File: src/rtl/toivoh_serial_ram_reader_pkg.sv
// Shared defaults for the nibble-serial RAM reader.
// Frame geometry and ui_in control bit positions.
package toivoh_serial_ram_reader_pkg;

    localparam int RAM_PINS_DEF        = 4;
    localparam int RAM_LOG2_CYCLES_DEF = 2;
    localparam int RAM_READ_FRAMES_DEF = 2;

    localparam int CYC_DEF       = 2 ** RAM_LOG2_CYCLES_DEF;
    localparam int ADDR_BITS_DEF = RAM_PINS_DEF * CYC_DEF;
    localparam int WORD_BITS_DEF = ADDR_BITS_DEF;

    localparam int UI_HOLD     = 0;
    localparam int UI_CLEAR    = 1;
    localparam int UI_SEL_CSUM = 2;
    localparam int UI_SEL_HIGH = 3;

endpackage

File: src/rtl/toivoh_serial_ram_reader_serial_ram_port.sv
// Serial RAM port: phase counter, address nibble mux, word
// deserializer and frame/valid tracking.
// Ports: clk, rst_n; addr in; data_nib in; addr_nib, phase,
// frame_end, word_reg (registered), word (incl. live nibble),
// word_strobe, word_valid out.
module serial_ram_port
    import toivoh_serial_ram_reader_pkg::*;
#(
    parameter int RAM_PINS        = RAM_PINS_DEF,
    parameter int RAM_LOG2_CYCLES = RAM_LOG2_CYCLES_DEF,
    parameter int RAM_READ_FRAMES = RAM_READ_FRAMES_DEF,
    localparam int CYC            = 2 ** RAM_LOG2_CYCLES,
    localparam int WORD_BITS      = RAM_PINS * CYC
) (
    input  logic                       clk,
    input  logic                       rst_n,
    input  logic [WORD_BITS-1:0]       addr,
    input  logic [RAM_PINS-1:0]        data_nib,
    output logic [RAM_PINS-1:0]        addr_nib,
    output logic [RAM_LOG2_CYCLES-1:0] phase,
    output logic                       frame_end,
    output logic [WORD_BITS-1:0]       word_reg,
    output logic [WORD_BITS-1:0]       word,
    output logic                       word_strobe,
    output logic                       word_valid
);

    localparam int FC_BITS = $clog2(RAM_READ_FRAMES + 1);
    localparam logic [RAM_LOG2_CYCLES-1:0] LAST =
        RAM_LOG2_CYCLES'(CYC - 1);
    localparam logic [FC_BITS-1:0] FC_MAX =
        FC_BITS'(RAM_READ_FRAMES);

    logic [FC_BITS-1:0] frame_cnt;

    assign frame_end   = (phase == LAST);
    assign word_strobe = frame_end && (frame_cnt == FC_MAX);
    assign addr_nib    = addr[RAM_PINS*phase +: RAM_PINS];

    // The word as it will be once this edge captures the
    // live nibble; only meaningful at the last phase.
    always_comb begin
        word = word_reg;
        word[RAM_PINS*phase +: RAM_PINS] = data_nib;
    end

    always_ff @(posedge clk or negedge rst_n) begin
        if (!rst_n) begin
            phase      <= '0;
            word_reg   <= '0;
            frame_cnt  <= '0;
            word_valid <= 1'b0;
        end else begin
            phase <= phase + 1'b1;
            word_reg[RAM_PINS*phase +: RAM_PINS] <= data_nib;
            // Count saturates once read latency is covered.
            if (word_strobe) begin
                word_valid <= 1'b1;
            end else if (frame_end) begin
                frame_cnt <= frame_cnt + 1'b1;
            end
        end
    end

endmodule

File: src/rtl/toivoh_serial_ram_reader.sv
// Streams words from a nibble-serial RAM, keeps a running
// checksum and shows the word or checksum byte on uio_out.
// Ports: clk, rst_n, ena (ignored); ui_in = {data nibble,
// byte sel, csum sel, clear, hold}; uo_out = {addr nibble,
// 0, word_valid, phase}; uio_in unused; uio_out byte; uio_oe.
module toivoh_serial_ram_reader
    import toivoh_serial_ram_reader_pkg::*;
#(
    parameter int RAM_PINS        = RAM_PINS_DEF,
    parameter int RAM_LOG2_CYCLES = RAM_LOG2_CYCLES_DEF,
    parameter int RAM_READ_FRAMES = RAM_READ_FRAMES_DEF
) (
    input  logic       clk,
    input  logic       rst_n,
    input  logic       ena,
    input  logic [7:0] ui_in,
    output logic [7:0] uo_out,
    input  logic [7:0] uio_in,
    output logic [7:0] uio_out,
    output logic [7:0] uio_oe
);

    localparam int CYC       = 2 ** RAM_LOG2_CYCLES;
    localparam int ADDR_BITS = RAM_PINS * CYC;
    localparam int WORD_BITS = ADDR_BITS;

    logic [ADDR_BITS-1:0]       addr_q;
    logic [WORD_BITS-1:0]       csum_q;
    logic [WORD_BITS-1:0]       word_reg;
    logic [WORD_BITS-1:0]       word;
    logic [RAM_PINS-1:0]        addr_nib;
    logic [RAM_LOG2_CYCLES-1:0] phase;
    logic                       frame_end;
    logic                       word_strobe;
    logic                       word_valid;
    logic [15:0]                sel16;
    logic                       unused_inputs;

    assign unused_inputs = &{1'b0, ena, uio_in};

    serial_ram_port #(
        .RAM_PINS        (RAM_PINS),
        .RAM_LOG2_CYCLES (RAM_LOG2_CYCLES),
        .RAM_READ_FRAMES (RAM_READ_FRAMES)
    ) u_port (
        .clk         (clk),
        .rst_n       (rst_n),
        .addr        (addr_q),
        .data_nib    (ui_in[7 -: RAM_PINS]),
        .addr_nib    (addr_nib),
        .phase       (phase),
        .frame_end   (frame_end),
        .word_reg    (word_reg),
        .word        (word),
        .word_strobe (word_strobe),
        .word_valid  (word_valid)
    );

    always_ff @(posedge clk or negedge rst_n) begin
        if (!rst_n) begin
            addr_q <= '0;
            csum_q <= '0;
        end else begin
            // Address only moves between frames so it stays
            // stable while its nibbles are shifted out.
            if (frame_end && !ui_in[UI_HOLD]) begin
                addr_q <= addr_q + 1'b1;
            end
            if (ui_in[UI_CLEAR]) begin
                csum_q <= '0;
            end else if (word_strobe) begin
                csum_q <= csum_q + word;
            end
        end
    end

    always_comb begin
        sel16 = ui_in[UI_SEL_CSUM] ? 16'(csum_q)
                                   : 16'(word_reg);
        uio_out = ui_in[UI_SEL_HIGH] ? sel16[15:8]
                                     : sel16[7:0];
        uo_out = '0;
        uo_out[7 -: RAM_PINS] = addr_nib;
        uo_out[2]   = word_valid;
        uo_out[1:0] = 2'(phase);
    end

    assign uio_oe = 8'hFF;

endmodule

File: config.mk
export PLATFORM = sky130hd
export DESIGN_NAME = toivoh_serial_ram_reader
export DESIGN_NICKNAME = d
export VERILOG_FILES = /design/src/rtl/toivoh_serial_ram_reader_pkg.sv /design/src/rtl/toivoh_serial_ram_reader_serial_ram_port.sv /design/src/rtl/toivoh_serial_ram_reader.sv
export SDC_FILE = /design/constraint.sdc
export NUM_CORES = 1
export LEC_CHECK = 0
export ABC_AREA = 1
export BUFFER_PORTS_ARGS = -buffer_cell sky130_fd_sc_hd__buf_4
export CAP_MARGIN = 20
export CORE_ASPECT_RATIO = 1.2
export CORE_UTILIZATION = 55
export CTS_BUF_LIST = sky130_fd_sc_hd__clkbuf_4 sky130_fd_sc_hd__clkbuf_8
export DETAILED_ROUTE_END_ITERATION = 16
export PLACE_DENSITY = 0.76
export SLEW_MARGIN = 20
export SYNTH_ARGS = -nofsm -noshare
export SYNTH_HDL_FRONTEND = slang
export SYNTH_SLANG_ARGS = --single-unit
File: constraint.sdc
create_clock -name clk -period 3.48 [get_ports clk]
set_clock_uncertainty 0.2 [all_clocks]
set_input_delay 1.044 -clock clk [delete_from_list [all_inputs] [get_ports clk]]
set_output_delay 1.044 -clock clk [all_outputs]
set_load 0.02 [all_outputs]
### After elaboration in Yosys (flattened, before gate mapping)

Index checks and enable logic that the tools add are counted.
W data, S select, Z words.

* add/sub/neg operators: 5
* equal/unequal tests: 2
* shift operators: 3
* multiplexer cells: 5
* bitwise gates (word level): 1
* reductions and logical operators: 5

Operator list (number)
* $mux W16: 3
* $neg A4 Y34: 1
* $shift A4 B34 Y16 const A: 1
* $shiftx A4 B34 Y16: 1
* $add A16 B1 Y16 const B: 1
* $add A16 B16 Y16: 1
* $bwmux W16: 1
* $shiftx A16 B5 Y4: 1
* $mux W8: 1
* $add A2 B1 Y2 const B: 2
* $eq A2 B2 Y1 const B: 2
* $logic_and A1 B1 Y1: 2
* $reduce_and A2 Y1: 1
* $reduce_bool A2 Y1: 1
* $logic_not A1 Y1: 1
* $not A1 Y1: 1

* bits in registers: 53
* word-level logic and storage cells: 27

### Depth between registers and ports, before layout

Gate-level depths: netlist of run 1.

* depth after elaboration: 6
* mapped depth: 18
* mapped depth without buffers: 17

### Hierarchy

From an unflattened synthesis of run 1, not the netlist that was laid out.

* cells, all modules: 535
* area total of the unflattened synthesis: 3734.8 um2

By module, submodules not included
* toivoh_serial_ram_reader: times used 1, cells each 377, area each 2565.0 um2
* serial_ram_port: times used 1, cells each 158, area each 1169.9 um2

### Worst setup path after synthesis of run 1

No wires, ideal clock.

* kind: input-to-output
* start point: in ui_in[3]
* end point: out uio_out[1]
* arrival time: 1.961 ns
* required time: 2.236 ns
* setup slack: 0.275 ns
* stages on the path: 4
* cells stage by stage: inv_1 clkbuf_1 o21ai_0 o21ai_0

* word-level cells in the longest chain between the ends: 1

RTL lines
* start, declared: line toivoh_serial_ram_reader.sv:16 `input logic [7:0] ui_in,`
* $mux W8: line toivoh_serial_ram_reader.sv:80 `uio_out = ui_in[UI_SEL_HIGH] ? sel16[15:8]`
* end, declared: line toivoh_serial_ram_reader.sv:19 `output logic [7:0] uio_out,`

Every way passes these cells.

### Worst setup path in the final report of run 1

* start point: in ui_in[2]
* end point: out uio_out[1]

* word-level cells in the longest chain between the ends: 2

RTL lines
* $mux W16: line toivoh_serial_ram_reader.sv:78 `sel16 = ui_in[UI_SEL_CSUM] ? 16'(csum_q)`
* $mux W8: line toivoh_serial_ram_reader.sv:80

Every way passes these cells.

==> results.json, run 1 <==
{
  "fp.dieW_um": 75.8,
  "seqPwrFrac_pct": 48.7,
  "crit_chain": "buf_4, inv_1, buf_12, o21ai_0, o21ai_0, buf_4",
  "wire_per_inst_um": 14.4,
  "synth-xor-area-share_pct": 3.66,
  "crit_family": "buffers and inverters",
  "max_slew.worst_pin.slew_ns": 0.698,
  "synth_ff_type": "dfrtp_1",
  "status": "complete, no violations",
  "slew_viol_final": 0,
  "crit_buf_inv": 4,
  "finalWirelength_mm": 8.70,
  "rsz0062_at_grt": "false",
  "p_leak_nw": 2.21,
  "grt_pass1_vias": 3092,
  "drt_iter0_drc": 211,
  "crit_type": "input pin to output pin",
  "antenna_found_initial": 0,
  "period_share_pct": 94.3,
  "clk-insertion-delay-late_ns": 0.31,
  "portBuffers": 24,
  "start_kind": "input pin",
  "synth_area_um2": 3590,
  "gr-total-overflow": 0,
  "drc": 0,
  "hold_buffers": 0,
  "core-area_um2": 6170,
  "finalInstanceArea_um2": 3980,
  "power_switching_w": 0.000445,
  "grt_start_max_net_pins": 54,
  "cp_max_fo": 22,
  "grtUsageTotal_pct": 27.1,
  "synth_cells": 492,
  "viasPerCell": 5.29,
  "power_w": 0.00145,
  "dp_hpwl_mm": 6.69,
  "min_path_type": "register to register",
  "async_flop_share_pct": 100,
  "cts_buffer_depth": 2,
  "combPwrFrac_pct": 20.8,
  "synth-seq-cells": 53,
  "clk_pin_slew_worst_paths_ns": 0.10,
  "slowest_delay_ns": 0.29,
  "nets": 563,
  "endpoint_kind": "output pin",
  "root_buffer": "clkbuf_8",
  "clock.fmax_mhz": 305,
  "placed_cell_area_um2": 3860,
  "ys_types": 35,
  "p_sw_share_pct": 30.8,
  "intPower_w": 0.00100,
  "most-common-layout-cells": "nand2_1, inv_1, dfrtp_1",
  "crit_required_ns": 2.24,
  "initial_core_util_pct": 58.2,
  "p_per_area_nw_per_um2": 364,
  "final_common_cell": "nand2_1",
  "num_antenna_cells": 0,
  "maxSlewHeadroom_pct": 53.4,
  "regArea_um2": 1330,
  "cts_made_buffers": 5,
  "ys_seq_area_share_pct": 36.9,
  "ant_nets": 0,
  "synth_compound_area_share_pct": 11.9,
  "n_fill_cell": 547,
  "die_area_um2": 6860,
  "finalHoldViolCount": 0,
  "post-route-min-period_ns": 3.28,
  "drive_gt1_share_pct": 10.2,
  "detail_route.first_pass.iterations": 4,
  "synthSimpleGateAreaFrac_pct": 27.2,
  "synth-adder-area-share_pct": 8.92,
  "final_util_pct": 64.5,
  "numClockSinks": 53,
  "die_h_um": 90.5,
  "crit_slowest_cell": "o21ai_0",
  "fin_tns_setup_ns": 0,
  "grt_pass1_wl_mm": 14.1,
  "pin_count": 43,
  "setup_viol": 0,
  "avgSynthCellArea_um2": 7.30,
  "syn_to_final_growth_pct": 10.8,
  "vias": 3186,
  "htreeDepth": 2,
  "cts_tree": "built",
  "arrival_ns": 2.04,
  "drv_cap": 0,
  "ys_warn_count": 0,
  "synthMuxAreaShare_pct": 0,
  "rows": 31,
  "pwr-share-clk_pct": 30.4,
  "fin_hold_ws_ns": 0.296,
  "peakVddDrop_mv": 0.193,
  "routabilityCongestion": 0.903,
  "multi_input_area_um2": 1890,
  "synth_top_family_by_area": "simple AND/OR/NAND/NOR gates",
  "synth_edf_count": 0
}
[metal layers]
| metal | routed length (µm) | GRT usage [%] | vias up |
|---|---|---|---|
| met5 | 0 | 0 | - |
| met4 | 289 | 11.0 | 0 |
| met3 | 326 | 2.46 | 23 |
| met2 | 4450 | 47.1 | 90 |
| met1 | 3640 | 33.4 | 1472 |
| li1 | - | - | 1601 |
[metrics by stage]
step	instances	setup slack, ns
after floorplan	499	0.275
after global placement	594	0.181
after detailed placement	594	0.183
after CTS	602	0.181
after global routing	602	0.0144
final	602	0.197
[final timing paths]
| path | startpoint | end | slack, ns | cells after the start |
|---|---|---|---|---|
| worst max-delay path | ui_in[2] | uio_out[1] | 0.20 | 6 |
| worst min-delay path | u_port.word_valid | u_port.word_valid | 0.30 | 1 |
| worst max register to register | u_port.phase[1] | csum_q[14] | 0.31 | 11 |
| worst min register to register | u_port.word_valid | u_port.word_valid | 0.30 | 1 |
| max in group asynchronous | rst_n | csum_q[7] | 2.05 | 1 |
| min in group asynchronous | rst_n | addr_q[0] | 0.56 | 1 |
[kinds of logic after synthesis]
group / after synthesis
adders and majority gates: 25
xor gates and xnor gates: 15
buffers and inverters: 93
DFF: 53
and+or+nand+nor: 226
AOI/OAI and AO/OA: 78
other: 2
[Yosys cell counts (all sizes together), types with 2 or more instances]
library cell / count / share of area, %
nand2: 141 / 15
inv: 74 / 7.7
dfrtp: 53 / 37
nor2: 41 / 4.6
o21ai: 39 / 5.4
nand3: 28 / 4.2
ha: 24 / 8.4
a21oi: 20 / 2.8
o22ai: 14 / 2.4
buf: 12 / 2.4
xor2: 10 / 2.4
nor3: 7 / 1.3
clkbuf: 6 / 0.63
xnor2: 5 / 1.2
nand4: 3 / 0.52
o32ai: 3 / 0.73
or2: 3 / 0.52
conb: 2 / 0.21
nand3b: 2 / 0.42
[power groups by stage]
| stage | Sequential [W] | Clock, W | Combinational (W) |
|---|---|---|---|
| 4_1_cts | 0.000704 | 0.000449 | 0.000301 |
| 6_report | 0.000705 | 0.000440 | 0.000302 |
| 2_1_floorplan | 0.000701 | 0 | 0.000220 |
| 3_5_place_dp | 0.000717 | 0 | 0.000300 |
| 3_3_place_gp | 0.000715 | 0 | 0.000290 |
| 5_1_grt | 0.000709 | 0.000473 | 0.000340 |
[worst reg2reg max path, cell delays in order (launching register included)]
cell and delay [ns]:
dfrtp_1 0.48, inv_1 0.17, ha_1 0.40, nand3_1 0.16, o32ai_1 0.53, ha_1 0.39
a21oi_1 0.21, nand2_1 0.10, a21oi_1 0.20, nand3b_1 0.10, nand3_1 0.08, nand2_1 0.05
[area by class of cell]
| class | count | share of cell area [%] |
|---|---|---|
| timing repair buffer | 31 | 6.17 |
| inverter | 75 | 7.43 |
| clock inverter | 2 | 0.975 |
| tap | 82 | 2.58 |
| multi-input combinational | 353 | 47.6 |
| clock buffer | 6 | 1.92 |
| sequential | 53 | 33.4 |
[repair_timing]
item,in CTS,in global routing
setup endpoints to repair,0,2
resized for setup,0,1
buffers inserted,0,0
Note: power is estimated with default switching activity, not from simulation.
==> inputs of run 2 (changes only) <==
--- a/config.mk
+++ b/config.mk
@@ -5,7 +5,6 @@
 export SDC_FILE = /design/constraint.sdc
 export NUM_CORES = 1
 export LEC_CHECK = 0
-export ABC_AREA = 1
 export BUFFER_PORTS_ARGS = -buffer_cell sky130_fd_sc_hd__buf_4
 export CAP_MARGIN = 20
 export CORE_ASPECT_RATIO = 1.2
==> results.json, run 2 <==
{
  "fp.dieW_um": 75.7,
  "netlist_top_cells_count": "dfrtp_1, nand2_1, inv_1",
  "syn_to_final_growth_pct": 8.67,
  "crit_type": "register to register",
  "synth_cells": 366,
  "clock.fmax_mhz": 304,
  "finalWirelength_mm": 7.73,
  "grt_pass1_vias": 2700,
  "placed_cell_area_um2": 3780,
  "fin_tns_setup_ns": 0,
  "die_area_um2": 6840,
  "most-common-layout-cells": "dfrtp_1, nand2_1, buf_4",
  "antenna_found_initial": 0,
  "min_path_type": "register to register",
  "async_flop_share_pct": 100,
  "crit_required_ns": 3.49,
  "final_common_cell": "dfrtp_1",
  "synth_area_leaders": "dfrtp_1, ha_1, mux4_2, xnor2_1, nand2_1",
  "synth-seq-cells": 53,
  "period_share_pct": 94.4,
  "maxSlewHeadroom_pct": 54.5,
  "numClockSinks": 53,
  "yosysMostFrequentCell": "dfrtp_1",
  "vias": 2826,
  "htreeDepth": 2,
  "drive_gt1_share_pct": 17.8,
  "use_met1_pct": 35.4,
  "nets": 430,
  "dp_hpwl_mm": 5.76,
  "start_kind": "register",
  "setup_viol": 0,
  "die_h_um": 90.4,
  "rsz0062_at_grt": "false",
  "cts_tree": "built",
  "finalInstanceArea_um2": 3890,
  "cts_buffer_depth": 2,
  "routabilityCongestion": 0.911,
  "clk-insertion-delay-late_ns": 0.30,
  "root_buffer": "clkbuf_8",
  "grtUsageTotal_pct": 25.0,
  "drv_cap": 0,
  "post-route-min-period_ns": 3.29,
  "synth_ff_type": "dfrtp_1",
  "grt_use_met3_pct": 3.79,
  "yosys.area.top_type": "dfrtp_1",
  "cp_max_fo": 6,
  "synth_top_cell_area_share_pct": 37.0,
  "initial_core_util_pct": 58.1,
  "status": "complete, no violations",
  "ys_warn_count": 0,
  "cts_made_buffers": 5,
  "viasPerCell": 6.03,
  "arrival_ns": 3.29,
  "p_leak_nw": 1.74,
  "peakVddDrop_mv": 0.227,
  "drt_iter0_drc": 180,
  "grt_start_max_net_pins": 54,
  "core-area_um2": 6170,
  "num_antenna_cells": 0,
  "grt_pass1_wl_mm": 13.1,
  "pin_count": 43,
  "grt.busiest_layer": "met2",
  "ctsResizeCount": 0,
  "post-cts-setup-buffers": 0,
  "portBuffers": 24,
  "slew_viol_final": 0,
  "avgSynthCellArea_um2": 9.78,
  "ant_nets": 0,
  "clk_pin_slew_worst_paths_ns": 0.10,
  "finalHoldViolCount": 0,
  "ys_seq_area_share_pct": 37.0,
  "wire_per_inst_um": 16.5,
  "endpoint_kind": "register",
  "rows": 31,
  "ys_types": 61,
  "drc": 0,
  "met2_usage_pct": 38.4,
  "detail_route.first_pass.iterations": 4,
  "p_per_area_nw_per_um2": 348,
  "synth_area_um2": 3580,
  "gr-total-overflow": 0,
  "max_slew.worst_pin.slew_ns": 0.683,
  "hold_buffers": 0,
  "synth_edf_count": 0
}
[run 2: cell count changes after synthesis, moves of 7 or more]
| cell | delta |
|---|---|
| and3_1 | +7 |
| inv_1 | -47 |
| mux4_2 | +12 |
| nand2_1 | -104 |
| nand3_1 | -13 |
| nor2_1 | -20 |
| o21ai_0 | -23 |
| xnor2_1 | +10 |
[run 2: report_power, final]
part | total, W | switching, W | internal (W)
Sequential | 0.000706 | 0.0000470 | 0.000659
Clock | 0.000372 | 0.000202 | 0.000170
Combinational | 0.000276 | 0.000153 | 0.000123
Total | 0.00135 | 0.000402 | 0.000952
[run 2: per-stage QoR]
step           hold slack [ns]  power (W)  std cells  setup WS [ns]  utilization, %
3_3_place_gp             0.250   0.000983        461         0.0479            61.3
3_5_place_dp             0.267   0.000992        461         0.0471            61.3
2_1_floorplan            0.236   0.000912        373         0.0276               -
5_1_grt                  0.287    0.00143        469         0.0402            63.1
6_report                 0.263    0.00135        469          0.195            63.1
4_1_cts                  0.284    0.00137        469         0.0574            62.9
[run 2: cell type report]
type,instances,area [µm²]
sequential,53,1330
clock inverter,1,7.51
timing repair buffer,32,240
tap,82,103
multi-input combinational,269,2030
inverter,25,93.8
fill,495,2280
clock buffer,7,90.1
[run 2: kinds of logic (layout without fill, tap and decap cells)]
group           count (synthesis)  count (layout)  share of synthesized area, %
xor+xnor                       20              20                          4.89
fa+ha+maj                      25              25                          8.94
other cells                     2               9                         0.210
buf+inv                        51              65                          7.37
simple gates                  119             119                          17.4
compound gates                 82              82                          16.0
flops                          53              53                          37.0
mux                            14              14                          8.14
[run 2: path summary, 6_finish.rpt]
path                                         to  slack (ns)  cells after the start       startpoint
worst max-delay path                 csum_q[14]        0.19                     13  u_port.phase[0]
worst min-delay path            u_port.phase[0]        0.26                      1  u_port.phase[0]
worst max register to register       csum_q[14]        0.19                     13  u_port.phase[0]
worst min register to register  u_port.phase[0]        0.26                      1  u_port.phase[0]
max in group asynchronous       u_port.phase[0]        2.02                      1            rst_n
min in group asynchronous             addr_q[4]        0.57                      1            rst_n
[run 2: worst max-delay path, cell delays in order (launching register included)]
cell and delay (ns):
dfrtp_2 0.42, inv_2 0.09, ha_2 0.32, nor2_4 0.13, nand3_1 0.09, o21ai_0 0.12, ha_2 0.24, inv_1 0.05
fa_1 0.40, nand3b_1 0.23, a21boi_2 0.21, o211ai_2 0.13, a2111o_1 0.39, and3_1 0.16
[run 2: routing by layer]
layer	part of all wire, %	wire, µm
met4	2.9	222
met2	46	3570
met3	5.6	433
met1	45	3500
met5	0	0
==> inputs of run 3 (changes only) <==
--- a/config.mk
+++ b/config.mk
@@ -7,12 +7,11 @@
 export LEC_CHECK = 0
 export BUFFER_PORTS_ARGS = -buffer_cell sky130_fd_sc_hd__buf_4
 export CAP_MARGIN = 20
-export CORE_ASPECT_RATIO = 1.2
+export CORE_ASPECT_RATIO = 0.5
 export CORE_UTILIZATION = 55
 export CTS_BUF_LIST = sky130_fd_sc_hd__clkbuf_4 sky130_fd_sc_hd__clkbuf_8
 export DETAILED_ROUTE_END_ITERATION = 16
 export PLACE_DENSITY = 0.76
-export SLEW_MARGIN = 20
 export SYNTH_ARGS = -nofsm -noshare
 export SYNTH_HDL_FRONTEND = slang
 export SYNTH_SLANG_ARGS = --single-unit
==> constraint.sdc (replaced) <==
create_clock -name clk -period 3.1 [get_ports clk]
set_clock_uncertainty 0.2 [all_clocks]
set_input_delay 0.93 -clock clk [delete_from_list [all_inputs] [get_ports clk]]
set_output_delay 0.93 -clock clk [all_outputs]
set_load 0.02 [all_outputs]
==> results.json, run 3 (same netlist as run 2, synthesis figures left out) <==
{
  "rows": 20,
  "power_switching_w": 0.000494,
  "vias": 2993,
  "cts_tree": "built",
  "initial_core_util_pct": 57.9,
  "period_share_pct": 98.5,
  "pwr-share-clk_pct": 26.3,
  "start_kind": "register",
  "power_w": 0.00156,
  "dpl.cell_count": 486,
  "num_antenna_cells": 0,
  "clk-insertion-delay-late_ns": 0.32,
  "grt_pass1_vias": 2916,
  "setup_ws_ns": 0.0453,
  "crit_type": "register to register",
  "grtUsageTotal_pct": 27.6,
  "hold_buffers": 0,
  "maxSlewHeadroom_pct": 53.4,
  "die_area_um2": 6860,
  "cts_made_buffers": 5,
  "clock.fmax_mhz": 327,
  "most-common-layout-cells": "buf_4, dfrtp_1, nand2_1",
  "finalWirelength_mm": 8.77,
  "p_leak_nw": 1.85,
  "slew_viol_final": 0,
  "pin_count": 43,
  "pre_cts_ws_ns": -0.151,
  "fin_tns_setup_ns": 0,
  "n_fill_cell": 450,
  "viasPerCell": 6.02,
  "seqPwrFrac_pct": 51.2,
  "portBuffers": 24,
  "die_h_um": 59.1,
  "clk_pin_slew_worst_paths_ns": 0.10,
  "crit_required_ns": 3.12,
  "intPower_w": 0.00107,
  "syn_to_final_growth_pct": 17.0,
  "endpoint_kind": "register",
  "min_path_type": "register to register",
  "arrival_ns": 3.07,
  "final_common_cell": "buf_4",
  "setup_viol": 0,
  "core-area_um2": 6180,
  "antenna_found_initial": 0,
  "crit_path_start": "u_port.phase[0]",
  "p_sw_share_pct": 31.6,
  "htreeDepth": 2,
  "grt_start_max_net_pins": 54,
  "drc": 0,
  "gr-total-overflow": 0,
  "rsz0062_at_grt": "true",
  "wire_per_inst_um": 17.7,
  "root_buffer": "clkbuf_8",
  "cp_max_fo": 5,
  "hold_start": "addr_q[15]",
  "numClockSinks": 53,
  "cts_buffer_depth": 2,
  "peakVddDrop_mv": 0.184,
  "ant_nets": 0,
  "status": "complete, no violations",
  "max_slew.worst_pin.slew_ns": 0.699,
  "fp.dieW_um": 116,
  "post-route-min-period_ns": 3.05,
  "r2r-start": "u_port.phase[0]",
  "dp_hpwl_mm": 6.36,
  "drt_iter0_drc": 240,
  "finalHoldViolCount": 0,
  "final_cell_count_no_fill": 497,
  "routabilityCongestion": 0.863,
  "final_util_pct": 67.8,
  "drv_cap": 0,
  "nets": 452,
  "grt_pass1_wl_mm": 14.1,
  "drive_gt1_share_pct": 27.6,
  "detail_route.first_pass.iterations": 5,
  "p_per_area_nw_per_um2": 373,
  "combPwrFrac_pct": 22.5
}
run 3: cell types whose count changed in the layout (fill, tap and decap cells not counted), moves of 3 or more:
cell | before | now
ha_2 | 2 | 6
o22ai_2 | 0 | 8
ha_4 | 0 | 3
ha_1 | 22 | 15
o22ai_1 | 11 | 3
buf_4 | 32 | 54
run 3: worst max-delay path, stage by stage, from the launching register on:
cell and delay (ns):
dfrtp_2 0.40, inv_4 0.04, buf_4 0.14, ha_1 0.22
nand3b_1 0.31, o22ai_2 0.30, ha_2 0.31, a21oi_1 0.08
o21ai_1 0.24, o211ai_2 0.17, a2111o_1 0.38, and3_1 0.17
run 3: worst paths after layout:
| path | end | slack [ns] | cells past startpoint |
|---|---|---|---|
| max | csum_q[14] | 0.05 | 11 |
| min | addr_q[15] | 0.29 | 1 |
| max reg2reg | csum_q[14] | 0.05 | 11 |
| min reg2reg | addr_q[15] | 0.29 | 1 |
| max in group asynchronous | u_port.phase[1] | 1.75 | 1 |
| min in group asynchronous | addr_q[0] | 0.44 | 1 |
run 3: metrics by stage:
step / hold WS (ns) / cell area, µm²
CTS: 0.282 / 4080
detailed placement: 0.265 / 3960
global placement: 0.251 / 3960
floorplan: 0.236 / 3640
finish: 0.290 / 4190
global route: 0.301 / 4190
run 3: layer usage:
metal	global-route usage [%]	part of all wire (%)
met1	36.9	47
met2	44.5	46
met3	6.54	5.5
met4	10.1	1.6
met5	0	0
run 3: timing repair:
item                                    in CTS  in global routing
setup buffers                                1                  2
resized for setup                            4                 18
pin swaps                                    5                 10
endpoints found under the setup margin       4                 10
cloned                                       0                  0
run 3: area by class of cell:
cell class / instances / area, µm² / area share (%)
Multi-Input combinational cell: 269 / 2160 / 51.5
Sequential cell: 53 / 1330 / 31.7
Inverter: 25 / 96.3 / 2.30
Timing Repair Buffer: 54 / 405 / 9.67
Tap cell: 88 / 110 / 2.63
Clock inverter: 3 / 21.3 / 0.508
Clock buffer: 5 / 68.8 / 1.64
run 3: power by group through the flow:
stage	clock [W]	sequential (W)	combinational (W)
after detailed placement	0	0.000810	0.000330
after global routing	0.000445	0.000806	0.000383
after global placement	0	0.000805	0.000318
after CTS	0.000417	0.000796	0.000333
final	0.000411	0.000799	0.000351
after floorplan	0	0.000789	0.000235
